===== src/rtl/wb_cmd_master.sv =====
// Command-to-Wishbone bridge: takes one command at a time, runs a classic
// Wishbone cycle (or flags a decode error) and returns a response with timeout.
module wb_cmd_master #(
  parameter int unsigned NUM_SLAVE = 3,
  parameter int unsigned TIMEOUT   = 255
) (
  input  logic        clk,
  input  logic        rst,
  input  logic        i_cmd_valid,
  output logic        o_cmd_ready,
  input  logic        i_cmd_we,
  input  logic [31:0] i_cmd_addr,
  input  logic [31:0] i_cmd_data,
  output logic        o_rsp_valid,
  input  logic        i_rsp_ready,
  output logic [31:0] o_rsp_data,
  output logic        o_rsp_err,
  output logic        o_wbm_cyc,
  output logic        o_wbm_stb,
  output logic        o_wbm_we,
  output logic [31:0] o_wbm_addr,
  output logic [31:0] o_wbm_data,
  input  logic [31:0] i_wbm_data,
  input  logic        i_wbm_ack,
  output logic [7:0]  o_err_cnt
);

  localparam logic [1:0]  ST_IDLE = 2'd0;
  localparam logic [1:0]  ST_BUS  = 2'd1;
  localparam logic [1:0]  ST_RESP = 2'd2;
  localparam logic [8:0]  NUM_SLAVE_L  = 9'(NUM_SLAVE);
  localparam logic [15:0] TIMEOUT_LAST = 16'(TIMEOUT - 1);

  logic [1:0]  state_q, state_d;
  logic        ready_q, ready_d;
  logic        cyc_q, cyc_d;
  logic        we_q, we_d;
  logic [31:0] addr_q, addr_d;
  logic [31:0] wdata_q, wdata_d;
  logic        rsp_valid_q, rsp_valid_d;
  logic [31:0] rsp_data_q, rsp_data_d;
  logic        rsp_err_q, rsp_err_d;
  logic [15:0] wait_q, wait_d;
  logic [7:0]  err_cnt_q, err_cnt_d;
  logic        err_inc_s;

  // Next-state and datapath decode for the IDLE/BUS/RESP controller.
  always_comb begin
    state_d     = state_q;
    cyc_d       = cyc_q;
    we_d        = we_q;
    addr_d      = addr_q;
    wdata_d     = wdata_q;
    rsp_valid_d = rsp_valid_q;
    rsp_data_d  = rsp_data_q;
    rsp_err_d   = rsp_err_q;
    wait_d      = wait_q;
    err_inc_s   = 1'b0;
    case (state_q)
      ST_IDLE: begin
        if (i_cmd_valid) begin
          we_d    = i_cmd_we;
          addr_d  = i_cmd_addr;
          wdata_d = i_cmd_data;
          // Out-of-range select never reaches the bus.
          if ({1'b0, i_cmd_addr[15:8]} >= NUM_SLAVE_L) begin
            state_d     = ST_RESP;
            rsp_valid_d = 1'b1;
            rsp_err_d   = 1'b1;
            rsp_data_d  = 32'h0000_0000;
            err_inc_s   = 1'b1;
          end else begin
            state_d = ST_BUS;
            cyc_d   = 1'b1;
            wait_d  = 16'h0000;
          end
        end else begin
          state_d = ST_IDLE;
        end
      end
      ST_BUS: begin
        // Ack is tested first so it wins over a same-edge timeout.
        if (i_wbm_ack) begin
          state_d     = ST_RESP;
          cyc_d       = 1'b0;
          rsp_valid_d = 1'b1;
          rsp_err_d   = 1'b0;
          rsp_data_d  = we_q ? 32'h0000_0000 : i_wbm_data;
        end else if (wait_q == TIMEOUT_LAST) begin
          state_d     = ST_RESP;
          cyc_d       = 1'b0;
          rsp_valid_d = 1'b1;
          rsp_err_d   = 1'b1;
          rsp_data_d  = 32'h0000_0000;
          err_inc_s   = 1'b1;
        end else begin
          wait_d = wait_q + 16'd1;
        end
      end
      ST_RESP: begin
        if (i_rsp_ready) begin
          state_d     = ST_IDLE;
          rsp_valid_d = 1'b0;
        end else begin
          state_d = ST_RESP;
        end
      end
      default: begin
        state_d     = ST_IDLE;
        cyc_d       = 1'b0;
        rsp_valid_d = 1'b0;
      end
    endcase
  end

  // Error counter and ready flag are derived from the decoded next state.
  always_comb begin
    if (err_inc_s && (err_cnt_q != 8'hFF)) begin
      err_cnt_d = err_cnt_q + 8'd1;
    end else begin
      err_cnt_d = err_cnt_q;
    end
    ready_d = (state_d == ST_IDLE);
  end

  // State and output registers.
  always_ff @(posedge clk or negedge rst) begin
    if (!rst) begin
      state_q     <= ST_IDLE;
      ready_q     <= 1'b1;
      cyc_q       <= 1'b0;
      we_q        <= 1'b0;
      addr_q      <= 32'h0000_0000;
      wdata_q     <= 32'h0000_0000;
      rsp_valid_q <= 1'b0;
      rsp_data_q  <= 32'h0000_0000;
      rsp_err_q   <= 1'b0;
      wait_q      <= 16'h0000;
      err_cnt_q   <= 8'h00;
    end else begin
      state_q     <= state_d;
      ready_q     <= ready_d;
      cyc_q       <= cyc_d;
      we_q        <= we_d;
      addr_q      <= addr_d;
      wdata_q     <= wdata_d;
      rsp_valid_q <= rsp_valid_d;
      rsp_data_q  <= rsp_data_d;
      rsp_err_q   <= rsp_err_d;
      wait_q      <= wait_d;
      err_cnt_q   <= err_cnt_d;
    end
  end

  assign o_cmd_ready = ready_q;
  assign o_wbm_cyc   = cyc_q;
  assign o_wbm_stb   = cyc_q;
  assign o_wbm_we    = we_q;
  assign o_wbm_addr  = addr_q;
  assign o_wbm_data  = wdata_q;
  assign o_rsp_valid = rsp_valid_q;
  assign o_rsp_data  = rsp_data_q;
  assign o_rsp_err   = rsp_err_q;
  assign o_err_cnt   = err_cnt_q;

endmodule


===== config.mk =====
export PLATFORM = sky130hd
export DESIGN_NAME = wb_cmd_master
export DESIGN_NICKNAME = d
export VERILOG_FILES = /design/src/rtl/wb_cmd_master.sv
export SDC_FILE = /design/constraint.sdc
export NUM_CORES = 1
export LEC_CHECK = 0
export BUFFER_PORTS_ARGS = -buffer_cell sky130_fd_sc_hd__buf_2
export CAP_MARGIN = 0
export CORE_ASPECT_RATIO = 0.5
export CORE_MARGIN = 4
export CORE_UTILIZATION = 48
export DETAILED_ROUTE_END_ITERATION = 10
export PLACE_DENSITY_LB_ADDON = 0.2
export SETUP_SLACK_MARGIN = 0.2
export SLEW_MARGIN = 15
export SYNTH_ARGS = -nofsm -noshare
export SYNTH_HDL_FRONTEND = slang
export SYNTH_SLANG_ARGS = --single-unit

===== constraint.sdc =====
create_clock -name clk -period 2.64 [get_ports clk]
set_input_delay 0.264 -clock clk [delete_from_list [all_inputs] [get_ports clk]]
set_output_delay 0.264 -clock clk [all_outputs]
set_load 0.005 [all_outputs]

==> run_results.csv, run 1 <==
group,metric,value,unit
run_status,status,"complete, no violations",
route,wl_per_cell,16.9,µm
timing,fin_crit_sh,79.9,%
timing,whs,0.0664,ns
synth,synth-seq-area-share,61.8,%
finish,antennaDiodeCount,0,
die,fp.coreArea,0.0103,mm²
cts,clk_pin_slew_worst_paths,0.06,ns
run,maxCapViolations,0,
worst_hold_path,worstHoldStart,"i_wbm_data[20]",
global_routing,grt.total_usage,20.5,%
worst_setup_path,path_class,"register to register",
worst_setup_path,critPathMaxFanout,10,
timing,finalCriticalPeriod,2.11,ns
cts,cts_buffer_depth,2,
worst_setup_path,end_kind,"register",
worst_setup_path,crit_required,2.93,ns
synth,synth.area.top_cells,"dfrtp_1, mux2_2, a22o_1",
finish,drive_above_1_share,53.8,%
cts,cts-root-buf,"clkbuf_16",
cts,cts_buffers,17,
synth,postSynthCellCount,372,
route,vias_per_cell,5.09,
pwr,ir_drop,592,µV
global_routing,grt_pass1_vias,3815,
timing,worstMarginPinSlew,0.609,ns
worst_setup_path,cp-startpoint,"wait_q[8]",
die,io_pins,212,
die,die_h,81.2,µm
cts,cts.sinks,127,
finish,fill_cells,802,
global_routing,antenna_found_initial,0,
cts,post_cts_resized,0,
worst_hold_path,hp-class,"input pin to register",
pwr,p_leak,3.49,nW
route,wl,12.5,mm
cts,insertion_delay,0.41,ns
die,fp.dieW,154,µm
cts,h-tree-depth,4,
global_routing,grt_max_degree,104,
worst_setup_path,max_stage_delay,0.60,ns
timing,setup_viol,0,
global_routing,overflow,0,
place,numPortBuffers,211,
synth,synth-async-reset-ratio,100,%
die,rows,26,
global_routing,grt_pass1_wl,20.0,mm
synth,synth_area_per_cell,13.8,µm²
synth,synth_top_area_share,61.3,%
synth,synth_top_cell_by_area,"dfrtp_1",
route,drc,0,
synth,synthMostInstantiatedCell,"dfrtp_1",
timing,fin_skew,0.00987,ns
synth,netlist_area,0.00514,mm²
worst_setup_path,slowest_stage,"o41ai_4",
worst_setup_path,rrSetupSlack,0.53,ns
worst_hold_path,holdPathStages,2,
die,die_area,0.0125,mm²
synth,synthesis.nets,477,
worst_setup_path,cp_data_arrival_time,2.40,ns
timing,timing.setup.tns,0,ns
worst_setup_path,r2r_start,"wait_q[8]",
route,first_pass_iters,4,
timing,rsz0062_at_grt,"no",
timing,hold_viol_final,0,
worst_setup_path,critical-path-top-delay-family,"simple AND/OR/NAND/NOR gates",
route,drtIter0Drc,161,
worst_setup_path,reg2reg_depth,5,
worst_setup_path,cp_num_buf_inv,0,
synth,synth_flop_cell,"dfrtp_1",
pwr,cellPowerDensity,820,mW/mm²
finish,final_nets,694,
synth,ys_types,43,
synth,synth-edff-count,0,
synth,yosys_register_bits,127,
route,postRouteAntennaNets,0,
pwr,p_total,0.00570,W
timing,max_slew_margin,59.2,%
worst_hold_path,hold_end,"o_rsp_data[20]",
die,initial_core_util,49.9,%
route,vias,3774,
cts,cts_tree,"done",
timing,fmax,0.474,GHz
timing,final_max_slew_viol_count,0,
worst_setup_path,startpoint_type,"register",
worst_setup_path,reg2reg_to,"wait_q[13]",
finish,synthToLayoutAreaGrowth,35.3,%
synth,yosysWarnings,0,
worst_setup_path,path_cells,"or4_4 > o41ai_4 > nor3_1 > xnor2_1 > nor2_1",
synth,ys_top_cells_by_count,"dfrtp_1, mux2_2, a22o_1",
place,hpwl,8.99,mm
place,gp_congestion,0.802,
sequential cells by signal, summed over array words and instances, names as in the netlist:
| signal | flops |
|---|---|
| o_wbm_cyc | 1 |
| o_rsp_data | 32 |
| wait_q | 16 |
| o_rsp_err | 1 |
| o_rsp_valid | 1 |
| state_q | 2 |
| o_wbm_we | 1 |
| o_wbm_addr | 32 |
| o_wbm_data | 32 |
| o_err_cnt | 8 |
| o_cmd_ready | 1 |
cells in the final DEF, fill, tap and decap left out, types with 4 or more instances in the layout:
cell type,n
inv_6,5
nor3_1,7
nand4_1,9
o21ai_0,6
nor2_1,19
nand3_1,8
buf_2,210
buf_4,6
nand2_1,8
a22o_1,32
inv_1,7
clkbuf_16,17
a21oi_1,4
dfrtp_1,126
xnor2_1,14
mux2_2,66
xor2_1,5
report_power, final:
| part | switching [W] | internal (W) | total [W] |
|---|---|---|---|
| Combinational | 0.000379 | 0.000509 | 0.000888 |
| Clock | 0.000893 | 0.00151 | 0.00240 |
| Sequential | 0.000178 | 0.00224 | 0.00242 |
logic make-up after synthesis:
kind of cell	share of synthesized area (%)
simple gates	7.91
compound gates	8.83
fa+ha+maj	0.730
mux	14.5
xor+xnor	3.24
flops	61.8
buf+inv	2.99
how the worst max path moves through the flow:
stage,endpoint,cells after the start
floorplan,o_err_cnt[1],6
global placement,o_err_cnt[1],4
detailed placement,wait_q[13],5
CTS,wait_q[13],5
global route,wait_q[12],5
finish,wait_q[13],5
what timing repair did:
item | CTS | global route
hold buffers | 1 | 0
buffers inserted | 0 | 0
endpoints found under the hold margin | 24 | 0
routing by layer:
metal,up-vias,GRT usage [%],wire length [µm]
met5,-,0,0
met4,0,5.64,114
met3,10,6.39,645
met2,102,35.8,6590
met1,1865,25.0,5180
li1,1797,-,-
cell type report:
| class | count | area [µm²] | share of cell area [%] |
|---|---|---|---|
| Clock buffer | 18 | 429 | 6.17 |
| Inverter | 7 | 26.3 | 0.378 |
| Timing Repair Buffer | 219 | 1150 | 16.5 |
| Clock inverter | 14 | 181 | 2.61 |
| Multi-Input combinational cell | 217 | 1820 | 26.2 |
| Tap cell | 140 | 175 | 2.52 |
| Sequential cell | 127 | 3180 | 45.7 |
worst register-to-register path: cells and delay by family (launching register included):
family,cells,cell delay (ns)
AND/OR/NAND/NOR,3,0.77
AO/OA/AOI/OAI,1,0.60
flip-flops,1,0.44
XOR/XNOR,1,0.18
through the flow:
stage	setup WS, ns	cell area, µm²	cells	utilization [%]
4_1_cts	0.511	6960	742	67.5
2_1_floorplan	0.712	5140	372	-
3_5_place_dp	0.532	6340	709	61.5
3_3_place_gp	0.567	6340	709	61.5
5_1_grt	0.391	6960	742	67.5
6_report	0.530	6960	742	67.5
(Power assumes the default switching activity.)
==> run 2: changes to the inputs <==
--- a/config.mk
+++ b/config.mk
@@ -9,7 +9,7 @@
 export CAP_MARGIN = 0
 export CORE_ASPECT_RATIO = 0.5
 export CORE_MARGIN = 4
-export CORE_UTILIZATION = 48
+export CORE_UTILIZATION = 43
 export DETAILED_ROUTE_END_ITERATION = 10
 export PLACE_DENSITY_LB_ADDON = 0.2
 export SETUP_SLACK_MARGIN = 0.2
==> constraint.sdc (replaced) <==
create_clock -name clk -period 1.7 [get_ports clk]
set_input_delay 0.17 -clock clk [delete_from_list [all_inputs] [get_ports clk]]
set_output_delay 0.17 -clock clk [all_outputs]
set_load 0.005 [all_outputs]
==> run_results.csv, run 2 (synthesized netlist as in run 1, its figures left out) <==
group,metric,value,unit
pwr,switching_share,27.0,%
finish,final_area,0.00923,mm²
timing,whs,0.0208,ns
pwr,p_leak,4.63,nW
global_routing,grt.total_usage,25.4,%
cts,cts_buffer_depth,2,
worst_setup_path,cpMostUsedCell,"buf_4",
place,post_dp_cell_area,0.00675,mm²
route,first_pass_iters,6,
die,initial_core_util,45.4,%
worst_setup_path,cp_data_arrival_time,2.16,ns
pwr,ir_drop,717,µV
worst_setup_path,cp-startpoint,"wait_q[0]",
timing,finalCriticalPeriod,1.88,ns
global_routing,antenna_found_initial,0,
global_routing,grt_pass1_wl,27.5,mm
place,numPortBuffers,211,
timing,hold_viol_final,0,
place,gp_congestion,0.819,
finish,final_nets,852,
finish,antennaDiodeCount,0,
worst_setup_path,slowest_stage,"dfrtp_1",
run_status,status,"finished with violations",
route,vias_per_cell,5.14,
timing,fin_skew,0.00694,ns
cts,cts_buffers,17,
cts,insertion_delay,0.40,ns
timing,setup_viol,85,
finish,multiInputGateArea,0.00230,mm²
worst_setup_path,max_stage_delay,0.37,ns
pwr,intPower,0.00727,W
worst_setup_path,path_class,"register to register",
worst_setup_path,critical-path-top-delay-family,"buffers and inverters",
die,fp.coreArea,0.0113,mm²
pwr,seqPwrFrac,37.7,%
pwr,cellPowerDensity,1080,mW/mm²
cts,clk_pin_slew_worst_paths,0.06,ns
global_routing,grt_max_degree,43,
timing,max_slew_margin,70.9,%
die,rows,27,
finish,fill_cells,577,
cts,cts.sinks,127,
route,wl,18.2,mm
die,die_area,0.0139,mm²
run_status,failed_checks,"negative setup slack",
die,die_h,85.3,µm
global_routing,overflow,0,
finish,seq_area,0.00318,mm²
cts,h-tree-depth,4,
die,fp.dieW,163,µm
timing,timing.setup.tns,-8.49,ns
timing,final_max_slew_viol_count,0,
finish,fin_util,81.6,%
route,postRouteAntennaNets,0,
timing,rsz0062_at_grt,"yes",
place,hpwl,9.72,mm
worst_hold_path,worstHoldStart,"i_cmd_addr[9]",
worst_hold_path,hp-class,"input pin to register",
cts,cts-root-buf,"clkbuf_16",
finish,synthToLayoutAreaGrowth,79.5,%
finish,final_common_cell,"buf_2",
finish,mostFrequentLayoutCells,"buf_2, dfrtp_1, dlygate4sd3_1",
worst_setup_path,crit_required,1.99,ns
run,maxCapViolations,0,
finish,drive_above_1_share,57.0,%
worst_setup_path,r2r_start,"wait_q[0]",
die,io_pins,212,
worst_setup_path,critPathMaxFanout,4,
timing,setup_ws,-0.176,ns
pwr,pwr-share-comb,24.8,%
cts,cts_tree,"done",
timing,fin_crit_sh,110,%
worst_setup_path,startpoint_type,"register",
route,drc,0,
route,drtIter0Drc,274,
global_routing,grt_pass1_vias,5069,
route,wl_per_cell,19.8,µm
route,vias,4726,
worst_setup_path,end_kind,"register",
pwr,power_switching,0.00269,W
worst_setup_path,cp_num_buf_inv,3,
timing,fmax,0.533,GHz
worst_setup_path,path_cells,"inv_1 > ha_2 > nand4b_1 > buf_4 > o41ai_4 > buf_4 > nor3_1 > xnor2_1 > nor2_1",
pwr,clkPwrFrac,37.6,%
timing,worstMarginPinSlew,0.437,ns
-- run 2: worst reg2reg max path, delay by kind of cell (launching register included) --
kind	cells	cell delay (ns)
simple gates	3	0.28
fa+ha+maj	1	0.17
compound gates	1	0.36
xor+xnor	1	0.14
flops	1	0.37
buf+inv	3	0.44
-- run 2: metrics by stage --
step / instances / power [W] / worst slack [ns]
2_1_floorplan: 372 / 0.00449 / -0.116
4_1_cts: 910 / 0.00972 / -0.181
6_report: 919 / 0.00996 / -0.176
5_1_grt: 919 / 0.0104 / -0.297
3_5_place_dp: 770 / 0.00537 / -0.206
3_3_place_gp: 770 / 0.00532 / -0.185
-- run 2: metal layers --
metal  part of all wire [%]  track usage (%)  wire length (µm)  up-vias
met5                      0                0                 0        -
met1                     39             29.2              7090     2412
met3                    4.7             6.31               856       45
li1                       -                -                 -     2115
met4                    3.2             10.3               578        0
met2                     53             46.0              9680      154
-- run 2: repair_timing --
item                                   4_1_cts  5_1_grt
buffers inserted                            14        7
gates resized for setup                     95       46
endpoints found under the hold margin      112        0
gates cloned                                 8        2
hold buffers                                86        0
setup endpoints to repair                  121      126
pin swaps                                   13       24
-- run 2: cell type report --
cell class | count | area share, %
clock buffers | 19 | 4.91
repair buffers | 377 | 31.6
multi-input cells | 217 | 24.9
flip-flops and latches | 127 | 34.5
clock inverters | 13 | 1.65
inverters | 7 | 0.285
well taps | 159 | 2.16
-- run 2: worst paths after layout --
kind | end | slack, ns | cells past startpoint
min in group asynchronous | o_err_cnt[6] | 0.26 | 2
max in group asynchronous | o_wbm_addr[29] | 0.86 | 3
worst min-delay path | o_wbm_addr[9] | 0.02 | 2
worst max-delay path | wait_q[10] | -0.18 | 9
worst max register to register | wait_q[10] | -0.18 | 9
worst min register to register | o_err_cnt[5] | 0.50 | 1
-- run 2: power by group through the flow --
stage / registers (W) / logic [W] / clock network [W]
finish: 0.00375 / 0.00246 / 0.00374
global route: 0.00381 / 0.00262 / 0.00394
CTS: 0.00370 / 0.00225 / 0.00377
detailed placement: 0.00374 / 0.00163 / 0
global placement: 0.00372 / 0.00160 / 0
floorplan: 0.00382 / 0.000664 / 0
